File: config.mk
export PLATFORM = sky130hd
export DESIGN_NAME = accum_control_unit_flat
export DESIGN_NICKNAME = d
export VERILOG_FILES = /design/src/rtl/accum_control_unit_if.sv /design/src/rtl/accum_control_unit.sv /design/src/flat_wrapper.sv
export SDC_FILE = /design/constraint.sdc
export NUM_CORES = 1
export LEC_CHECK = 0
export BUFFER_PORTS_ARGS = -buffer_cell sky130_fd_sc_hd__buf_4
export CAP_MARGIN = 20
export CORE_ASPECT_RATIO = 1.2
export CORE_MARGIN = 5
export CORE_UTILIZATION = 54
export DETAILED_ROUTE_END_ITERATION = 8
export HOLD_SLACK_MARGIN = 0.12
export PLACE_DENSITY = 0.8
export SYNTH_ARGS = -nofsm -noshare
export SYNTH_HDL_FRONTEND = slang
export SYNTH_SLANG_ARGS = --single-unit
File: constraint.sdc
create_clock -name CLK -period 2.5 [get_ports CLK]
set_input_delay 0.5 -clock CLK [delete_from_list [all_inputs] [get_ports CLK]]
set_output_delay 0.5 -clock CLK [all_outputs]
set_load 0.01 [all_outputs]
File: src/rtl/accum_control_unit_if.sv
// Bus bundle between the accumulator controller and its neighbours: instruction ROM
// port, ALU decode/overflow lines, write enables and the data memory handshake.
interface accum_control_unit_if #(
    parameter int PC_W = 10
) ();
    logic [PC_W-1:0] imem_addr;
    logic [8:0]      imem_rdata;
    logic [3:0]      OP;
    logic            type_bit;
    logic [3:0]      reg_sel;
    logic            acc_zero;
    logic            alu_overflow;
    logic            overflow_q;
    logic            acc_we;
    logic            reg_we;
    logic            dmem_re;
    logic            dmem_we;
    logic            dmem_ready;

    // Controller side
    modport master (
        output imem_addr, OP, type_bit, reg_sel, overflow_q,
               acc_we, reg_we, dmem_re, dmem_we,
        input  imem_rdata, acc_zero, alu_overflow, dmem_ready
    );

    // ROM / ALU / data memory side
    modport slave (
        input  imem_addr, OP, type_bit, reg_sel, overflow_q,
               acc_we, reg_we, dmem_re, dmem_we,
        output imem_rdata, acc_zero, alu_overflow, dmem_ready
    );
endinterface

File: src/rtl/accum_control_unit.sv
// Fetch/decode/sequence controller for the 8-bit accumulator datapath.
// Owns PC, IR, the architectural overflow flag and the retired-instruction counter.
//
//   state    | meaning
//   ---------+------------------------------------------------------------
//   S_IDLE   | after reset, waiting for start
//   S_FETCH  | ROM address = PC, ROM data returns next cycle
//   S_DECODE | IR captured from ROM at end of cycle
//   S_EXEC   | one-cycle enables, branch / PC update, or hand off to MEM
//   S_MEM    | load/store request held until dmem_ready
//   S_HALTED | halt retired, waiting for start
module accum_control_unit #(
    parameter int PC_W  = 10,
    parameter int CNT_W = 16
) (
    input  logic                 CLK,
    input  logic                 RESET,
    input  logic                 start,
    accum_control_unit_if.master bus,
    output logic                 halted,
    output logic                 busy,
    output logic [CNT_W-1:0]     instr_count
);
    typedef enum logic [2:0] {
        S_IDLE, S_FETCH, S_DECODE, S_EXEC, S_MEM, S_HALTED
    } state_t;

    localparam logic [3:0] OP_PUT   = 4'd1;
    localparam logic [3:0] OP_LOAD  = 4'd2;
    localparam logic [3:0] OP_STORE = 4'd3;
    localparam logic [3:0] OP_ADD   = 4'd11;
    localparam logic [3:0] OP_OF0   = 4'd13;
    localparam logic [3:0] OP_HALT  = 4'd14;
    localparam logic [3:0] OP_TBA   = 4'd15;

    localparam logic [PC_W-1:0]  PC_ONE  = PC_W'(1);
    localparam logic [CNT_W-1:0] CNT_ONE = CNT_W'(1);

    state_t          state, state_d;
    logic [PC_W-1:0] pc, pc_d;
    logic [8:0]      ir, ir_d;
    logic            ovf, ovf_d;
    logic            retire, cnt_clr;
    logic            acc_we, reg_we, dmem_re, dmem_we;
    logic            is_load;
    logic [PC_W-1:0] br_offset;

    // Only load/store ever reach MEM, so the opcode alone picks the direction.
    assign is_load   = (ir[7:4] == OP_LOAD);
    assign br_offset = PC_W'($signed(ir[7:0]));

    assign bus.imem_addr  = pc;
    assign bus.OP         = ir[7:4];
    assign bus.type_bit   = ir[8];
    assign bus.reg_sel    = ir[3:0];
    assign bus.overflow_q = ovf;
    assign bus.acc_we     = acc_we;
    assign bus.reg_we     = reg_we;
    assign bus.dmem_re    = dmem_re;
    assign bus.dmem_we    = dmem_we;

    assign halted = (state == S_HALTED);
    assign busy   = (state == S_FETCH) || (state == S_DECODE) ||
                    (state == S_EXEC)  || (state == S_MEM);

    // State register
    always_ff @(posedge CLK) begin
        if (RESET) state <= S_IDLE;
        else       state <= state_d;
    end

    // Architectural registers and saturating retire counter
    always_ff @(posedge CLK) begin
        if (RESET) begin
            pc          <= '0;
            ir          <= '0;
            ovf         <= 1'b0;
            instr_count <= '0;
        end else begin
            pc  <= pc_d;
            ir  <= ir_d;
            ovf <= ovf_d;
            if (cnt_clr)
                instr_count <= '0;
            else if (retire && (instr_count != '1))
                instr_count <= instr_count + CNT_ONE;
        end
    end

    // Next-state, register updates and single-cycle enables
    always_comb begin
        state_d = state;
        pc_d    = pc;
        ir_d    = ir;
        ovf_d   = ovf;
        retire  = 1'b0;
        cnt_clr = 1'b0;
        acc_we  = 1'b0;
        reg_we  = 1'b0;
        dmem_re = 1'b0;
        dmem_we = 1'b0;
        case (state)
            S_IDLE, S_HALTED: begin
                if (start) begin
                    state_d = S_FETCH;
                    pc_d    = '0;
                    ovf_d   = 1'b0;
                    cnt_clr = 1'b1;
                end
            end
            S_FETCH:  state_d = S_DECODE;
            S_DECODE: begin
                ir_d    = bus.imem_rdata;
                state_d = S_EXEC;
            end
            S_EXEC: begin
                state_d = S_FETCH;
                pc_d    = pc + PC_ONE;
                retire  = 1'b1;
                if (ir[8]) begin
                    if (!bus.acc_zero) pc_d = pc + br_offset;
                end else begin
                    case (ir[7:4])
                        OP_PUT: reg_we = 1'b1;
                        OP_LOAD, OP_STORE: begin
                            state_d = S_MEM;
                            pc_d    = pc;
                            retire  = 1'b0;
                        end
                        OP_ADD: begin
                            acc_we = 1'b1;
                            ovf_d  = bus.alu_overflow;
                        end
                        OP_OF0:  ovf_d = 1'b0;
                        OP_HALT: begin
                            state_d = S_HALTED;
                            pc_d    = pc;
                        end
                        OP_TBA: begin
                        end
                        default: acc_we = 1'b1;
                    endcase
                end
            end
            S_MEM: begin
                dmem_re = is_load;
                dmem_we = !is_load;
                if (bus.dmem_ready) begin
                    acc_we  = is_load;
                    pc_d    = pc + PC_ONE;
                    retire  = 1'b1;
                    state_d = S_FETCH;
                end
            end
            default: state_d = S_IDLE;
        endcase
    end
endmodule

File: src/flat_wrapper.sv
// flat-port wrapper written by rule: the top's interface ports become plain ports
module accum_control_unit_flat 
#(
    parameter int PC_W  = 10,
    parameter int CNT_W = 16
)
  (CLK, RESET, start, halted, busy, instr_count, bus_imem_addr, bus_OP, bus_type_bit, bus_reg_sel, bus_overflow_q, bus_acc_we, bus_reg_we, bus_dmem_re, bus_dmem_we, bus_imem_rdata, bus_acc_zero, bus_alu_overflow, bus_dmem_ready);
  accum_control_unit_if #(.PC_W(PC_W)) bus_i ();
  input  logic CLK;
  input  logic RESET;
  input  logic start;
  output logic halted;
  output logic busy;
  output logic [CNT_W-1:0] instr_count;
  output wire logic [$bits(bus_i.imem_addr)-1:0] bus_imem_addr;
  output wire logic [$bits(bus_i.OP)-1:0] bus_OP;
  output wire logic [$bits(bus_i.type_bit)-1:0] bus_type_bit;
  output wire logic [$bits(bus_i.reg_sel)-1:0] bus_reg_sel;
  output wire logic [$bits(bus_i.overflow_q)-1:0] bus_overflow_q;
  output wire logic [$bits(bus_i.acc_we)-1:0] bus_acc_we;
  output wire logic [$bits(bus_i.reg_we)-1:0] bus_reg_we;
  output wire logic [$bits(bus_i.dmem_re)-1:0] bus_dmem_re;
  output wire logic [$bits(bus_i.dmem_we)-1:0] bus_dmem_we;
  input wire logic [$bits(bus_i.imem_rdata)-1:0] bus_imem_rdata;
  input wire logic [$bits(bus_i.acc_zero)-1:0] bus_acc_zero;
  input wire logic [$bits(bus_i.alu_overflow)-1:0] bus_alu_overflow;
  input wire logic [$bits(bus_i.dmem_ready)-1:0] bus_dmem_ready;
  assign bus_imem_addr = bus_i.imem_addr;
  assign bus_OP = bus_i.OP;
  assign bus_type_bit = bus_i.type_bit;
  assign bus_reg_sel = bus_i.reg_sel;
  assign bus_overflow_q = bus_i.overflow_q;
  assign bus_acc_we = bus_i.acc_we;
  assign bus_reg_we = bus_i.reg_we;
  assign bus_dmem_re = bus_i.dmem_re;
  assign bus_dmem_we = bus_i.dmem_we;
  assign bus_i.imem_rdata = bus_imem_rdata;
  assign bus_i.acc_zero = bus_acc_zero;
  assign bus_i.alu_overflow = bus_alu_overflow;
  assign bus_i.dmem_ready = bus_dmem_ready;
  accum_control_unit #(.PC_W(PC_W), .CNT_W(CNT_W)) u_core (.CLK(CLK), .RESET(RESET), .start(start), .bus(bus_i), .halted(halted), .busy(busy), .instr_count(instr_count));
endmodule
==> metrics.yaml <==
grt:
  first_global_vias: 2340
  grt_max_degree: 25
  grt_pass1_wl_um: 10900
  grtUsageTotal: 0.221
  grt-ovfl-total: 0
  antenna_found_initial: 0
critical_path:
  cp.required_ns: 2.70
  max_stage_delay_ns: 0.40
  timing.rr.start: "u_core.bus.imem_addr[0]"
  crit_end: "u_core.bus.imem_addr[8]"
  r2r-end: "u_core.bus.imem_addr[8]"
  crit_fanout: 7
  path_cells: "ha_1 > inv_1 > fa_1 > nor2b_1 > o2111ai_1 > a31oi_1 > xor2_1 > a21oi_1 > a211oi_1"
  r2r_slack_ns: 0.30
  crit_type: "flop to flop"
  critPathArrivalTime_ns: 2.40
  cp-start-kind: "flop"
  end_kind: "flop"
  r2r_cells: 9
  startpoint: "u_core.bus.imem_addr[0]"
  slowest_stage: "fa_1"
final_layout:
  mostFrequentLayoutCells: "buf_4, nor2_1, dfxtp_1"
  diodes: 0
  syn_to_final_growth_pct: 25.4
  layout_commonest_cell: "buf_4"
  fill_cells: 384
  seq_area_um2: 782
  stdcell_area_um2: 3140
  finalNetCount: 395
  multi_input_area_um2: 1620
  drive_gt1_frac: 0.225
floorplanning:
  core_area_um2: 4530
  ioPinCount: 57
  num_rows: 27
  start_util: 0.553
  fp.dieW_um: 72.1
  dieArea_um2: 6100
  die_h_um: 84.6
place:
  placed_area_um2: 3000
  dp_hpwl_um: 4870
  place.gp.congestion: 0.864
  numPortBuffers: 56
  place_ws_ns: 0.281
timing:
  finalSetupViolCount: 0
  worst_slew_pin_slew_ns: 0.758
  min_period_ns: 2.20
  relSlewSlack: 0.495
  final_hold_viol_count: 0
  layout_setup_ws_ns: 0.304
  tns_ns: 0
  min_period_over_period: 0.878
  rsz0062_at_grt: "false"
  fmax_ghz: 0.455
  fin_skew_ns: 0.00570
  final_max_slew_viol_count: 0
route:
  route.met2.wl_um: 3340
  via_per_inst: 5.85
  drc: 0
  avgRoutedWirePerCell_um: 15.0
  vias: 2496
  dr.pass1.iters: 4
  antenna_left: 0
  wl_met3_um: 345
  top_layer: "met4"
  drt_wl_total_um: 6420
  wl_met1_um: 2560
  drt_first_iter_violations: 164
power:
  p_leak_nw: 1.31
  power_frac_seq: 0.328
  combPwrFrac: 0.429
  p_int_mw: 1.60
  peakVddDrop_mv: 0.602
  p_clk_frac: 0.243
  p_sw_frac: 0.383
  p_switching_mw: 0.994
  power_density_nw_per_um2: 826
clock_network:
  cts_inserted_buffers: 5
  clockRootBuffer: "clkbuf_8"
  cts_resized: 0
  cts_tree: "yes"
  ctsHtreeMaxLevel: 2
  holdBufCountCts: 0
  path_clk_slew_ns: 0.08
  cts.path.max_buffers: 2
  clkLatencyLatePin_ns: 0.29
  post-cts-setup-buffer-count: 0
  cts.sinks: 39
synthesis:
  yosys_warnings: 0
  synthSimpleGateAreaFrac: 0.262
  syn_nets: 336
  synth_flop_cell: "dfxtp_1"
  synthCells: 309
  synth_fa_ha_area_frac: 0.0630
  syn_area_um2: 2500
  synth_seq_area_share: 0.312
  synth_mux_area_frac: 0.0485
  syn_avg_cell_area_um2: 8.10
  synth_edf_count: 0
  synth_top_family_by_area: "simple AND/OR/NAND/NOR gates"
  yosysUniqueCellTypes: 54
  async_flop_share: 0
  yosysTopAreaCellShare: 0.312
  synth_compound_area_frac: 0.172
  yosysTopAreaCell: "dfxtp_1"
  ys_ff_latch: 39
  synthTopCellsByArea: "dfxtp_1, nor2_1, xor2_1, ha_1, xnor2_1"
  synth-xor-area-share: 0.102
run:
  drv_cap: 0
worst_hold_path:
  hp-class: "input pin to flop"
outcome:
  status: "finished clean"
## per-layer routing
| layer | up-vias | GRT usage |
|---|---|---|
| li1 | 1226 | - |
| met1 | 1176 | 0.251 |
| met2 | 75 | 0.393 |
| met3 | 19 | 0.0455 |
| met4 | 0 | 0.0889 |
| met5 | - | 0 |
## cells in the mapped netlist (7+ instances only)
library cell,count
ha_1,11
and3_1,8
nand3_1,10
xnor2_1,13
mux2i_1,11
a21oi_1,17
xor2_1,16
o21ai_0,13
nand2_1,20
nand4_1,7
nor2_1,46
dfxtp_1,39
inv_1,11
nor3_1,10
## power by group through the flow
stage | registers, mW | clock network (mW) | logic (mW)
after floorplan | 0.843 | 0 | 0.748
after global placement | 0.854 | 0 | 1.08
after detailed placement | 0.857 | 0 | 1.10
after CTS | 0.845 | 0.638 | 1.11
after global routing | 0.866 | 0.669 | 1.24
final | 0.849 | 0.630 | 1.11
## stage by stage
step | utilization | power (mW) | std cells | hold WS (ns)
final | 0.693 | 2.59 | 427 | 0.438
after global routing | 0.693 | 2.77 | 427 | 0.442
after CTS | 0.693 | 2.60 | 427 | 0.432
after detailed placement | 0.663 | 1.96 | 419 | 0.541
after global placement | 0.663 | 1.94 | 419 | 0.513
after floorplan | - | 1.59 | 309 | 0.547
## final cells by class
class / instances / area share
repair buffers: 64 / 0.153
multi-input cells: 245 / 0.516
clock inverters: 3 / 0.0215
inverters: 13 / 0.0156
clock buffers: 5 / 0.0219
flip-flops and latches: 39 / 0.249
well taps: 58 / 0.0231
## kinds of logic after synthesis
family                     after synthesis
adders and majority gates               12
DFF                                     39
buffers and inverters                   25
xor gates and xnor gates                29
muxes                                   12
and+or+nand+nor                        128
AOI/OAI and AO/OA                       64
## how the worst min path moves through the flow
stage / start / endpoint / slack (ns) / cells after the start
finish: bus_imem_rdata[1] / u_core.ir[1] / 0.44 / 3
global route: bus_imem_rdata[5] / u_core.ir[5] / 0.44 / 3
CTS: bus_imem_rdata[1] / u_core.ir[1] / 0.43 / 3
detailed placement: u_core.ir[3] / u_core.ir[3] / 0.54 / 2
global placement: u_core.instr_count[15] / u_core.instr_count[15] / 0.51 / 2
floorplan: u_core.ir[0] / u_core.ir[0] / 0.55 / 2
## worst max-delay path: cells and delay by family (launching register included)
family / cells / cell delay (ns)
flip-flops: 1 / 0.39
AO/OA/AOI/OAI: 4 / 0.68
buffers and inverters: 1 / 0.05
XOR/XNOR: 1 / 0.22
AND/OR/NAND/NOR: 1 / 0.19
adder cells (fa/ha/maj): 2 / 0.58
## state kept, by name, summed over array words and instances (netlist names)
name,cells
u_core.bus.imem_addr,10
u_core.bus.overflow_q,1
u_core.instr_count,16
u_core.ir,9
u_core.state,3
Power figures use the tool's default switching activity.
